==> src/rtl/multdiv_unit_pkg.sv <==
// ============================================================================
//  Module      : multdiv_unit_pkg
//  Description : Shared definitions for the iterative multiply/divide unit:
//                FSM state encoding and the execute-stage ALU opcodes that
//                route an instruction to this unit.
//  Revision    : 1.0 - initial release
// ============================================================================
`default_nettype none

package multdiv_unit_pkg;

    // FSM state encoding (explicit 2-bit values)
    typedef enum logic [1:0] {
        ST_IDLE = 2'd0,
        ST_MUL  = 2'd1,
        ST_DIV  = 2'd2,
        ST_DONE = 2'd3
    } state_t;

    // ALU opcodes decoded by the execute stage to start this unit
    localparam logic [4:0] c_ALU_OP_MULT = 5'b00110;
    localparam logic [4:0] c_ALU_OP_DIV  = 5'b00111;

endpackage

`default_nettype wire

==> src/rtl/multdiv_unit_cond_negate.sv <==
// ============================================================================
//  Module      : multdiv_unit_cond_negate
//  Description : Conditional two's-complement negate, data_out = neg ? -in : in.
//  Ports       : data_in  [WIDTH-1:0]  value to (maybe) negate
//                neg                   1 = negate
//                data_out [WIDTH-1:0]  result
//  Revision    : 1.0 - initial release
// ============================================================================
`default_nettype none

module multdiv_unit_cond_negate #(
    parameter int WIDTH = 32
) (
    input  logic [WIDTH-1:0] data_in,
    input  logic             neg,
    output logic [WIDTH-1:0] data_out
);

    localparam logic [WIDTH-1:0] c_ONE = {{(WIDTH-1){1'b0}}, 1'b1};

    assign data_out = neg ? ((~data_in) + c_ONE) : data_in;

endmodule

`default_nettype wire

==> src/rtl/multdiv_unit.sv <==
// ============================================================================
//  Module      : multdiv_unit
//  Description : Iterative signed multiply / divide, one bit per clock.
//                Operands are converted to magnitudes at the start edge, the
//                core iterates WIDTH times (shift-add or restoring divide),
//                and a DONE cycle applies the sign and raises a one-cycle
//                ready pulse.
//  Ports       : clock           rising-edge clock
//                reset           asynchronous active-high reset
//                data_operandA   multiplicand / dividend (sampled on start)
//                data_operandB   multiplier / divisor    (sampled on start)
//                ctrl_MULT       start-multiply pulse (wins over ctrl_DIV)
//                ctrl_DIV        start-divide pulse
//                data_result     product low bits or quotient, held
//                data_exception  overflow / divide-by-zero, held
//                data_resultRDY  one-cycle result-valid pulse
//  Revision    : 1.0 - initial release
// ============================================================================
`default_nettype none

module multdiv_unit
    import multdiv_unit_pkg::*;
#(
    parameter int WIDTH = 32
) (
    input  logic             clock,
    input  logic             reset,
    input  logic [WIDTH-1:0] data_operandA,
    input  logic [WIDTH-1:0] data_operandB,
    input  logic             ctrl_MULT,
    input  logic             ctrl_DIV,
    output logic [WIDTH-1:0] data_result,
    output logic             data_exception,
    output logic             data_resultRDY
);

    localparam logic [5:0]       c_LAST = 6'(WIDTH - 1);
    localparam logic [WIDTH-1:0] c_ZERO = '0;

    state_t           r_state;
    logic [5:0]       r_count;
    logic             r_is_mul;
    logic             r_neg;
    logic             r_b_zero;
    // r_opnd : multiplicand magnitude (MUL) or divisor magnitude (DIV)
    // r_acc  : upper product half (MUL) or partial remainder (DIV)
    // r_lo   : multiplier shifting out / product low half (MUL), or
    //          dividend shifting out / quotient shifting in (DIV)
    logic [WIDTH:0]   r_opnd;
    logic [WIDTH:0]   r_acc;
    logic [WIDTH-1:0] r_lo;
    logic [WIDTH-1:0] r_result;
    logic             r_exception;
    logic             r_ready;

    logic             w_start;
    logic [WIDTH:0]   w_mag_a;
    logic [WIDTH:0]   w_mag_b;
    logic [WIDTH:0]   w_sum;
    logic [WIDTH:0]   w_shift;
    logic [WIDTH+1:0] w_diff;
    logic [WIDTH-1:0] w_signed_lo;
    logic             w_mul_ovf;
    logic             w_div_exc;

    assign w_start = ctrl_MULT | ctrl_DIV;

    // Magnitudes carry one extra bit so |INT_MIN| = 2^WIDTH-1 is exact.
    multdiv_unit_cond_negate #(.WIDTH(WIDTH + 1)) u_neg_a (
        .data_in  ({data_operandA[WIDTH-1], data_operandA}),
        .neg      (data_operandA[WIDTH-1]),
        .data_out (w_mag_a)
    );

    multdiv_unit_cond_negate #(.WIDTH(WIDTH + 1)) u_neg_b (
        .data_in  ({data_operandB[WIDTH-1], data_operandB}),
        .neg      (data_operandB[WIDTH-1]),
        .data_out (w_mag_b)
    );

    // Low product bits and the quotient both end up in r_lo, so one
    // negator serves both operations.
    multdiv_unit_cond_negate #(.WIDTH(WIDTH)) u_neg_res (
        .data_in  (r_lo),
        .neg      (r_neg),
        .data_out (w_signed_lo)
    );

    // Shift-add step: accumulator never exceeds WIDTH+1 bits because the
    // multiplicand magnitude is at most 2^(WIDTH-1).
    assign w_sum = r_acc + (r_lo[0] ? r_opnd : {(WIDTH+1){1'b0}});

    // Restoring-divide step: remainder < divisor <= 2^(WIDTH-1), so the
    // shifted remainder fits in WIDTH+1 bits.
    assign w_shift = {r_acc[WIDTH-1:0], r_lo[WIDTH-1]};
    assign w_diff  = {1'b0, w_shift} - {1'b0, r_opnd};

    // Overflow without a 2*WIDTH negate: a negative product fits when its
    // magnitude is <= 2^(WIDTH-1), a positive one when < 2^(WIDTH-1).
    assign w_mul_ovf = (r_acc[WIDTH-1:0] != c_ZERO) ||
                       (r_neg ? (r_lo[WIDTH-1] && (r_lo[WIDTH-2:0] != c_ZERO[WIDTH-2:0]))
                              : r_lo[WIDTH-1]);

    // A positive quotient with the top bit set only arises from INT_MIN / -1.
    assign w_div_exc = r_b_zero || (!r_neg && r_lo[WIDTH-1]);

    always_ff @(posedge clock or posedge reset) begin
        if (reset) begin
            r_state     <= ST_IDLE;
            r_count     <= '0;
            r_is_mul    <= 1'b0;
            r_neg       <= 1'b0;
            r_b_zero    <= 1'b0;
            r_opnd      <= '0;
            r_acc       <= '0;
            r_lo        <= '0;
            r_result    <= '0;
            r_exception <= 1'b0;
            r_ready     <= 1'b0;
        end else begin
            r_ready <= 1'b0;
            if (w_start) begin
                // A start always aborts whatever is in flight.
                r_state  <= ctrl_MULT ? ST_MUL : ST_DIV;
                r_is_mul <= ctrl_MULT;
                r_count  <= '0;
                r_acc    <= '0;
                r_neg    <= data_operandA[WIDTH-1] ^ data_operandB[WIDTH-1];
                r_b_zero <= (data_operandB == c_ZERO);
                r_opnd   <= ctrl_MULT ? w_mag_a : w_mag_b;
                r_lo     <= ctrl_MULT ? w_mag_b[WIDTH-1:0] : w_mag_a[WIDTH-1:0];
            end else begin
                case (r_state)
                    ST_MUL: begin
                        r_acc <= {1'b0, w_sum[WIDTH:1]};
                        r_lo  <= {w_sum[0], r_lo[WIDTH-1:1]};
                        if (r_count == c_LAST) begin
                            r_state <= ST_DONE;
                        end else begin
                            r_count <= r_count + 6'd1;
                        end
                    end
                    ST_DIV: begin
                        if (!w_diff[WIDTH+1]) begin
                            r_acc <= w_diff[WIDTH:0];
                            r_lo  <= {r_lo[WIDTH-2:0], 1'b1};
                        end else begin
                            r_acc <= w_shift;
                            r_lo  <= {r_lo[WIDTH-2:0], 1'b0};
                        end
                        if (r_count == c_LAST) begin
                            r_state <= ST_DONE;
                        end else begin
                            r_count <= r_count + 6'd1;
                        end
                    end
                    ST_DONE: begin
                        // First DONE edge registers the result and raises
                        // ready; the second drops ready and goes idle.
                        if (!r_ready) begin
                            r_ready <= 1'b1;
                            if (r_is_mul) begin
                                r_result    <= w_signed_lo;
                                r_exception <= w_mul_ovf;
                            end else begin
                                r_result    <= r_b_zero ? c_ZERO : w_signed_lo;
                                r_exception <= w_div_exc;
                            end
                        end else begin
                            r_state <= ST_IDLE;
                        end
                    end
                    default: begin
                        r_state <= ST_IDLE;
                    end
                endcase
            end
        end
    end

    assign data_result    = r_result;
    assign data_exception = r_exception;
    assign data_resultRDY = r_ready;

endmodule

`default_nettype wire

==> config.mk <==
export PLATFORM = sky130hd
export DESIGN_NAME = multdiv_unit
export DESIGN_NICKNAME = d
export VERILOG_FILES = /design/src/rtl/multdiv_unit_pkg.sv /design/src/rtl/multdiv_unit_cond_negate.sv /design/src/rtl/multdiv_unit.sv
export SDC_FILE = /design/constraint.sdc
export NUM_CORES = 1
export LEC_CHECK = 0
export ABC_AREA = 1
export BUFFER_PORTS_ARGS = -buffer_cell sky130_fd_sc_hd__buf_2
export CORE_MARGIN = 3
export CORE_UTILIZATION = 50
export CTS_CLUSTER_SIZE = 30
export DETAILED_ROUTE_END_ITERATION = 10
export PLACE_DENSITY = 0.68
export RECOVER_POWER = 100
export SLEW_MARGIN = 20
export SYNTH_ARGS = -nofsm -noshare
export SYNTH_HDL_FRONTEND = slang
export SYNTH_SLANG_ARGS = --single-unit
==> constraint.sdc <==
create_clock -name clock -period 12.7 [get_ports clock]
set_clock_uncertainty 0.15 [all_clocks]
set_input_delay 1.27 -clock clock [delete_from_list [all_inputs] [get_ports clock]]
set_output_delay 1.27 -clock clock [all_outputs]
set_load 0.01 [all_outputs]
Yosys cells after proc, flatten, opt, wreduce, memory -nomap -nowiden --
Cells that the tools add are included.
Storage, ports and cells: register bits after elaboration 143, bits of input ports 68, word-level logic and storage cells 72, output and inout bits 34
Cells by class: eq/ne operators 7, muxes and demuxes 27, reduce and logical (&&, ||, !) cells 14, bitwise operators 7, add/sub/neg operators 6
Operators by type and width (number):
- 33-bit 2-to-1 mux | 6
- 32-bit 2-to-1 mux | 5
- 33-bit by 1-bit adder with 33-bit output, second input constant | 2
- 33-bit NOT | 2
- 33-bit case mux with 2 select lines | 1
- 32-bit case mux with 2 select lines | 1
- 33-bit by 33-bit subtractor with 34-bit output | 1
- 33-bit adder | 1
- 32-bit by 1-bit adder with 32-bit output, second input constant | 1
- 32-bit logical NOT | 1
- 32-bit NOT | 1
- 32-bit nonzero test | 1
- 31-bit nonzero test | 1
- 6-bit 2-to-1 mux | 3
- 2-bit 2-to-1 mux | 4
- 6-bit by 1-bit adder with 6-bit output, second input constant | 1
- 6-bit by 5-bit == test with 1-bit output, second input constant | 1
- 1-bit 2-to-1 mux | 6
- 2-bit == test, second input constant | 2
- 2-bit case mux with 2 select lines | 1
- 2-bit AND reduction | 2
- 3-bit by 1-bit != test with 1-bit output, second input constant | 1
- 3-bit != test, second input constant | 1
- 3-bit AND reduction | 1
- other kinds (11) | 14

Logic depth before layout (Yosys ltp) --
Gate-level depths: netlist of run 1.
depth in word-level cells 5, depth in mapped cells 21, mapped depth without buffers 20

Hierarchy --
Synthesis of run 1 repeated with hierarchy kept, for this count alone.
Second synthesis, totals: cell total of the unflattened synthesis 2740, area total of the unflattened synthesis 16016.6 um^2
Modules (own cells, without submodules):
- multdiv_unit | cells each 2045, area each 12683.4 um^2, seq. area each 3578.4 um^2, times used 1
- multdiv_unit_cond_negate at u_neg_a ... | cells each 234, area each 1112.3 um^2, seq. area each 0.0 um^2, times used 2
- multdiv_unit_cond_negate at u_neg_res | cells each 227, area each 1108.6 um^2, seq. area each 0.0 um^2, times used 1

Least setup slack after synthesis of run 1 --
Ideal clock, no wire load.
kind input -> register, from input port data_operandA[1], to register r_lo[24], path slack 9.941 ns, library setup time 0.077 ns, stages on the path 11, data required time 12.473 ns, arrival time 2.531 ns, buffers on the path 0, cells stage by stage inv_1 ha_1 nand2_1 nor2_1 nand2_1 nor2_2 nand3_1 o21ai_1 xor2_1 nand2_1 a21oi_1
On the way: cells in the longest elaborated chain, start to end 5
Ends and longest elaborated chain:
- start, declared | line multdiv_unit.sv:28 | input logic [WIDTH-1:0] data_operandA,
- 33-bit NOT | line multdiv_unit_cond_negate.sv:21 | assign data_out = neg ? ((~data_in) + c_ONE) : data_in;
- 33-bit by 1-bit adder with 33-bit output | line multdiv_unit_cond_negate.sv:21
- 33-bit 2-to-1 mux | line multdiv_unit_cond_negate.sv:21
- 32-bit 2-to-1 mux | line multdiv_unit.sv:131 | r_lo <= ctrl_MULT ? w_mag_b[WIDTH-1:0] : w_mag_a[WIDTH-1:0];
- 32-bit 2-to-1 mux | line multdiv_unit.sv:122 | if (w_start) begin
- end signal, assigned | line multdiv_unit.sv:131
- end signal, assigned | line multdiv_unit.sv:136 | r_lo <= {w_sum[0], r_lo[WIDTH-1:1]};
- end signal, assigned | line multdiv_unit.sv:146 | r_lo <= {r_lo[WIDTH-2:0], 1'b1};
- end, declared | line multdiv_unit.sv:51 | logic [WIDTH-1:0] r_lo;
No other way between the ends. A chain may end at the register's enable or synchronous reset.

Worst setup path in the final report of run 1 --
from input port ctrl_MULT, to register r_acc[13]
On the way: cells in the longest elaborated chain, start to end 2, elaborated cells on any way between the ends 3, those cells by class 1 x mux; 1 x bitwise; 1 x reduce/logical
Ends and longest elaborated chain:
- start, declared | line multdiv_unit.sv:30 | input logic ctrl_MULT,
- 1-bit OR * | line multdiv_unit.sv:66 | assign w_start = ctrl_MULT | ctrl_DIV;
- 3-bit nonzero test (no source line) or 33-bit 2-to-1 mux (tied branches)
- end signal, assigned | line multdiv_unit.sv:135 | r_acc <= {1'b0, w_sum[WIDTH:1]};
- end signal, assigned | line multdiv_unit.sv:145 | r_acc <= w_diff[WIDTH:0];
- end signal, assigned | line multdiv_unit.sv:148 | r_acc <= w_shift;
- end, declared | line multdiv_unit.sv:50 | logic [WIDTH:0] r_acc;
Mark *: on every way between the ends. The rest lies on a longest branch, timed or not.

==> results of run 1 <==
==> stage by stage <==
| stage | power (mW) | worst slack (ns) | cells | util (%) | hold slack [ns] |
|---|---|---|---|---|---|
| floorplan | 1.596 | 7.442 | 2582 | - | 0.2964 |
| global route | 2.745 | 4.396 | 3037 | 56.03 | 0.3509 |
| CTS | 2.552 | 8.919 | 3037 | 56.36 | 0.3279 |
| global placement | 2.024 | 8.490 | 3005 | 54.35 | 0.3077 |
| finish | 2.561 | 4.938 | 3037 | 56.03 | 0.3271 |
| detailed placement | 2.036 | 8.450 | 3005 | 54.35 | 0.3109 |
==> worst paths after layout <==
kind	start	end	slack, ns	depth (start not counted)
min in group asynchronous	reset	r_acc[1]$_DFFE_PP0P_	1.69	2
worst min register to register	data_result[15]$_DFFE_PP0P_	data_result[15]$_DFFE_PP0P_	0.33	2
worst max-delay path	ctrl_MULT	r_acc[13]$_DFFE_PP0P_	4.94	13
max in group asynchronous	reset	r_opnd[32]$_DFFE_PP0N_	5.96	3
worst min-delay path	data_result[15]$_DFFE_PP0P_	data_result[15]$_DFFE_PP0P_	0.33	2
worst max register to register	r_state[0]$_DFFE_PP0P_	r_acc[13]$_DFFE_PP0P_	8.70	11
==> area by class of cell <==
cell class / instances / area [um2]
fillers: 3109 / 12830
multi-input cells: 1928 / 9525
flip-flops and latches: 143 / 3578
inverters: 437 / 1642
repair buffers: 113 / 530.5
clock buffers: 22 / 484.2
well taps: 384 / 480.5
clock inverters: 10 / 101.3
==> flip-flops by register name, indices dropped and copies added, names as in the netlist <==
signal,cells
data_result,32
r_state,2
r_b_zero,1
r_opnd,33
r_is_mul,1
r_neg,1
data_exception,1
r_count,6
data_resultRDY,1
r_lo,32
r_acc,33
==> layout by cell type, fill, tap and decap left out, types with 3 or more instances in the layout <==
cell / instances
a21oi_1: 127
a22oi_1: 6
a31oi_1: 4
a32o_1: 3
and2_1: 5
buf_2: 67
buf_4: 6
clkbuf_1: 41
clkbuf_16: 17
clkbuf_8: 4
dfrtp_1: 143
ha_1: 71
inv_1: 432
inv_2: 3
nand2_1: 827
nand2_2: 4
nand3_1: 233
nand3b_1: 14
nand4_1: 43
nor2_1: 239
nor2_2: 7
nor3_1: 28
nor4_1: 12
o2111ai_1: 4
o211ai_1: 27
o21ai_0: 151
o21ai_1: 5
o21bai_1: 16
o221ai_1: 3
or2_2: 6
xnor2_1: 10
xor2_1: 60
==> cell usage after synthesis (2+ instances only) <==
cell       instances  share of area, %
nand2_1          827                21
inv_1            431                11
nor2_1           239               6.0
nand3_1          233               7.7
dfrtp_1          143                24
o21ai_0          141               4.7
a21oi_1          127               4.2
ha_1              72               6.0
xor2_1            60               3.5
clkbuf_1          52               1.3
nand4_1           43               1.8
nor3_1            27              0.90
o211ai_1          27               1.3
o21bai_1          16              0.80
o21ai_1           15              0.50
nand3b_1          14              0.70
nor4_1            12              0.50
buf_1             11              0.27
xnor2_1           10              0.58
buf_2              7              0.23
nor2_2             7              0.29
a22oi_1            6              0.30
inv_2              6              0.15
or2_2              6              0.25
and2_1             5              0.21
a31oi_1            4              0.17
nand2_2            4              0.17
o2111ai_1          4              0.23
a32o_1             3              0.20
buf_6              3              0.22
o221ai_1           3              0.17
a21o_1             2              0.10
fa_1               2              0.27
nand2_4            2              0.15
nand3_2            2              0.13
==> routing by layer <==
layer  vias to the layer above  share of wire, %  global-route usage (%)
met5                         -                 0                       0
met4                         0               5.3                   16.31
met3                       149               7.3                   4.588
met2                       766                45                   54.93
met1                      8030                42                   44.86
li1                       8315                 -                       -
==> logic make-up after synthesis <==
logic type | after synthesis
AOI/OAI and AO/OA | 358
adders and majority gates | 74
buffers and inverters | 511
DFF | 143
xor gates and xnor gates | 70
and+or+nand+nor | 1426
==> power breakdown <==
group	total [mW]	internal (mW)	switching [mW]
combinational	1.32	0.404	0.912
clock	0.510	0.293	0.217
sequential	0.735	0.576	0.159
total	2.56	1.27	1.29
==> critical path: stages <==
cell      delay, ns
buf_2          0.07
clkbuf_1       2.03
nor2_1         0.22
clkinv_1       0.11
clkbuf_1       1.79
nor3_1         0.08
buf_4          0.45
nor2_1         0.17
clkbuf_1       1.12
inv_1          0.21
a31oi_1        0.24
nand3_1        0.09
nand2_1        0.07
==> metrics, run 1 <==
status complete, but fails checks; failing checks max-capacitance violations, max-slew violations; main combinational cell family by area after synthesis simple AND/OR/NAND/NOR gates; final setup TNS 0 ns; VDD IR max 0.00008644 V; largest net degree at the start of global routing 75; syn_area_per_cell 5.838 um2; PostCTS Resize Cnt 0; Synth Area in Compound Gates 13.25%; Post-DP HPWL 45420 um; residual DRC count 0; placed instance area 15850 um2; CP Capture Type flop; slew of the pin with the lowest slew margin 3.897 ns; CP required 12.92 ns; die area 32270 um2; crit share post-route 61.11%; final hold viol count 0; Critical Path Fanout Max 66; Synth Area in Adders 6.242%; number of post-CTS setup repair buffers 0; total core area 29170 um2; share of layout cells above drive strength 1 5.013%; clock root cell clkbuf_16; async set-reset flop share out of synthesis 100.0%; cell row count 62; Clock Tree Buf Depth 2; Slew headroom -159.8%; crit path kind input pin to flop; fin. max-slew vios 353; Boundary Pins 102; flops & latches, synth 143; Final min period 7.762 ns; synthesized area 15070 um2; CTS sink cnt 143; Fmax achieved 128.8 MHz; vias in the first global route 15977; Hold/Removal Path Class flop to flop; clock latency on the worst-skew pair 0.44 ns; Synth Flop Type dfrtp_1; Final ANT Viol Nets 0; Nets 2782; sequential area share after synthesis 23.74%; number of I/O port buffers 101; Area growth, synth to finish 8.417%; DRT Pass-1 Iters 6; Yosys cell types 51; CTS tree built; 1st-iter DRT viols 1835; CP Launch Type input pin; wire length per cell 18.57 um; GP Congestion 1.013; Max Cap Violations 7; Post-synth EDFFs 0; Synth Area in Simple Gates 39.69%; routed vias/inst 5.683; Starting Density 51.68%; syn nets 2724; # hold bufs at CTS 0; H-tree depth 4; TritonCTS buffer count 17; Total Routed Length 56390 um; Mapped Cells 2582; Yosys Warn Count 0; post-synthesis mux area share 0%; GRT Total Usage 33.92%; chip width 179.6 um; Pleak 9.083 nW; Reg clk slew, reported paths 0.06 ns; initial antenna violation count 0; final setup violation count 0; power density cells 156.7 nW/um2; post-synthesis xor/xnor area fraction 4.067%; RSZ-0062 raised after global routing false; Die Span Y 179.6 um; WP data arrival 7.98 ns; Finished Cell Area 16340 um2; diode count 0; first-pass GRT wire length 87930 um; Overflow after GRT 0; Vias 17260
(Power assumes the default switching activity.)
==> run 2, diff against run 1 <==
--- a/config.mk
+++ b/config.mk
@@ -5,13 +5,13 @@
 export SDC_FILE = /design/constraint.sdc
 export NUM_CORES = 1
 export LEC_CHECK = 0
-export ABC_AREA = 1
+export ABC_AREA = 0
 export BUFFER_PORTS_ARGS = -buffer_cell sky130_fd_sc_hd__buf_2
 export CORE_MARGIN = 3
 export CORE_UTILIZATION = 50
 export CTS_CLUSTER_SIZE = 30
 export DETAILED_ROUTE_END_ITERATION = 10
-export PLACE_DENSITY = 0.68
+export PLACE_DENSITY = 0.69
 export RECOVER_POWER = 100
 export SLEW_MARGIN = 20
 export SYNTH_ARGS = -nofsm -noshare
==> constraint.sdc (replaced) <==
create_clock -name clock -period 7.23 [get_ports clock]
set_clock_uncertainty 0.15 [all_clocks]
set_input_delay 0.723 -clock clock [delete_from_list [all_inputs] [get_ports clock]]
set_output_delay 0.723 -clock clock [all_outputs]
set_load 0.01 [all_outputs]
==> run 2 against run 1 <==
  * The run still ends with max-capacitance violations, max-slew violations left
  * Global-route usage down 6.8 points
  * Utilization increased by 0.27 points
  * Flip-flop and latch count is the same
  * Sequential power grew 55%
  * Sequential share of layout area is 5.1 points higher
  * Die area shrank 19%
  * Hold slack got worse by 0.0012 ns
  * First-iteration DRC count is 49% lower
  * Clock power increased by 72%
  * Via count is 34% lower
  * Register-to-register slack lost 6.1 ns
  * Synthesized cell count is 43% lower
  * Largest cell class unchanged
  * Highest routed layer unchanged
==> metrics, run 2 <==
Synth Flop Type dfrtp_1; clock latency on the worst-skew pair 0.44 ns; Combinational Power Share 37.6%; Mapped Cells 1479; largest net degree at the start of global routing 76; Yosys Warn Count 0; slew of the pin with the lowest slew margin 3.549 ns; 1st-iter DRT viols 941; Fmax achieved 169.3 MHz; final setup TNS 0 ns; crit share post-route 81.69%; Slew headroom -137.9%; Max Cap Violations 4; most frequent cells in the layout nand2_1, o21ai_0, dfrtp_1; VDD IR max 0.0002045 V; WP data arrival 6.13 ns; sequential area share after synthesis 29.70%; Reg power frac 35.2%; syn nets 1621; utilization after layout 56.30%; async set-reset flop share out of synthesis 100.0%; wire length per cell 19.07 um; top-count cell post-synth nand2_1; filler instances 2290; Synth area leader dfrtp_1; Vias 11467; chip width 161.2 um; H-tree depth 4; GRT Total Usage 27.13%; Hold/Removal Path Class flop to flop; CP Launch Type input pin; Critical Path Fanout Max 42; most common cell after layout, fill and taps aside nand2_1; cell row count 56; routed vias/inst 6.149; syn_area_per_cell 8.147 um2; PostCTS Resize Cnt 0; RSZ-0062 raised after global routing false; Switching Fraction 41.31%; top post-synthesis cells by count nand2_1, o21ai_0, dfrtp_1, nor2_1, a21oi_1; first-pass GRT wire length 57240 um; CP required 7.45 ns; flops & latches, synth 143; Pint 1.894 mW; Reg clk slew, reported paths 0.07 ns; Top Registers r_acc (33), r_opnd (33); die area 26000 um2; initial antenna violation count 1; fin. max-slew vios 223; Net Switching 1.333 mW; number of post-CTS setup repair buffers 0; Post-synth EDFFs 0; Boundary Pins 102; Final min period 5.906 ns; vias in the first global route 10797; Die Span Y 161.2 um; final setup violation count 0; GP Congestion 0.9665; Overflow after GRT 0; Starting Density 51.18%; number of I/O port buffers 101; Pleak 5.901 nW; CTS sink cnt 143; failing checks max-capacitance violations, max-slew violations; TritonCTS buffer count 17; Nets 1674; CTS tree built; synthesized area 12050 um2; synth top area cells dfrtp_1, ha_1, xnor2_1; residual DRC count 0; Post-DP HPWL 26060 um; Area growth, synth to finish 10.00%; Clock Tree Buf Depth 2; Final ANT Viol Nets 0; crit path kind input pin to flop; final hold viol count 0; clock root cell clkbuf_16; status complete, but fails checks; Yosys cell types 69; Clk network pwr share 27.2%; total core area 23540 um2; DRT Pass-1 Iters 6; # hold bufs at CTS 0; area share of the largest cell type after synthesis 29.70%; CP Capture Type flop; power density cells 243.4 nW/um2; share of layout cells above drive strength 1 8.414%; Total Routed Length 35570 um
run 2: cell count changes in the layout (fill, tap and decap cells not counted), sizes merged, moves of 18 or more:
cell    previous run  this run
nand2            833       158
inv              438        72
nand3            235        17
nor2             247       118
xnor2             10        92
mux2i              0        50
nand4             43         6
a22oi              6        42
a21o               2        36
o31ai              1        29
o221ai             3        28
o211ai            27         7
a211oi             0        19
or3                0        18
run 2: final timing paths:
path / start / end / slack [ns] / depth (start not counted)
max: ctrl_DIV / r_acc[32]$_DFFE_PP0P_ / 1.32 / 8
min in group asynchronous: reset / data_result[25]$_DFFE_PP0P_ / 1.17 / 2
max reg2reg: r_lo[0]$_DFFE_PP0P_ / r_acc[31]$_DFFE_PP0P_ / 2.61 / 13
max in group asynchronous: reset / r_opnd[9]$_DFFE_PP0N_ / 2.89 / 3
min: data_result[8]$_DFFE_PP0P_ / data_result[8]$_DFFE_PP0P_ / 0.33 / 2
min reg2reg: data_result[8]$_DFFE_PP0P_ / data_result[8]$_DFFE_PP0P_ / 0.33 / 2
run 2: power by group through the flow:
| stage | combinational (mW) | sequential (mW) | clock, mW |
|---|---|---|---|
| 6_report | 1.21 | 1.14 | 0.877 |
| 5_1_grt | 1.34 | 1.16 | 0.924 |
| 4_1_cts | 1.24 | 1.13 | 0.887 |
| 3_5_place_dp | 1.23 | 1.14 | 0 |
| 3_3_place_gp | 1.21 | 1.14 | 0 |
| 2_1_floorplan | 0.837 | 1.13 | 0 |
run 2: cell type report:
type	count	area, um2	share of cell area, %
inverters	65	245.2	1.850
diodes	1	2.502	0.01888
well taps	319	399.1	3.011
clock buffers	19	452.9	3.417
multi-input cells	1191	7913	59.70
clock inverters	13	117.6	0.8874
flip-flops and latches	143	3578	27.00
repair buffers	114	545.5	4.116
run 2: cells by family (layout without fill, tap and decap cells):
group,Yosys count,after routing,synth area share [%]
AO/OA/AOI/OAI,507,507,26.91
multiplexers,55,55,4.621
buffers and inverters,145,211,4.548
flip-flops,143,143,29.70
AND/OR/NAND/NOR,408,408,15.73
adder cells (fa/ha/maj),74,74,7.809
other,0,1,0
XOR/XNOR,147,147,10.69
run 2: critical path, stage by stage:
cell and delay [ns]:
buf_2 0.10, clkbuf_1 0.96, nor2_1 1.05, clkbuf_1 1.36, nand2_1 1.00, or3_1 0.59
mux2_2 0.27, nand2_1 0.06
run 2: stage by stage:
stage / worst slack [ns] / hold WS (ns) / area (um2) / power [mW] / instances
global route: 1.027 / 0.3572 / 13250 / 3.430 / 1865
global placement: 2.888 / 0.3098 / 12770 / 2.354 / 1832
floorplan: 2.519 / 0.3227 / 12050 / 1.970 / 1479
CTS: 2.784 / 0.2853 / 13350 / 3.253 / 1864
detailed placement: 2.813 / 0.3150 / 12770 / 2.373 / 1832
finish: 1.324 / 0.3259 / 13250 / 3.226 / 1865
run 2: layer usage:
layer  wire length (um)  GRT usage, %  share of wire [%]  vias up
met4                827         8.017                2.3        0
met1              16180         38.79                 45     5504
li1                   -             -                  -     5509
met2              16480         43.45                 46      406
met3               2076         3.232                5.8       48
met5                  0             0                  0        -
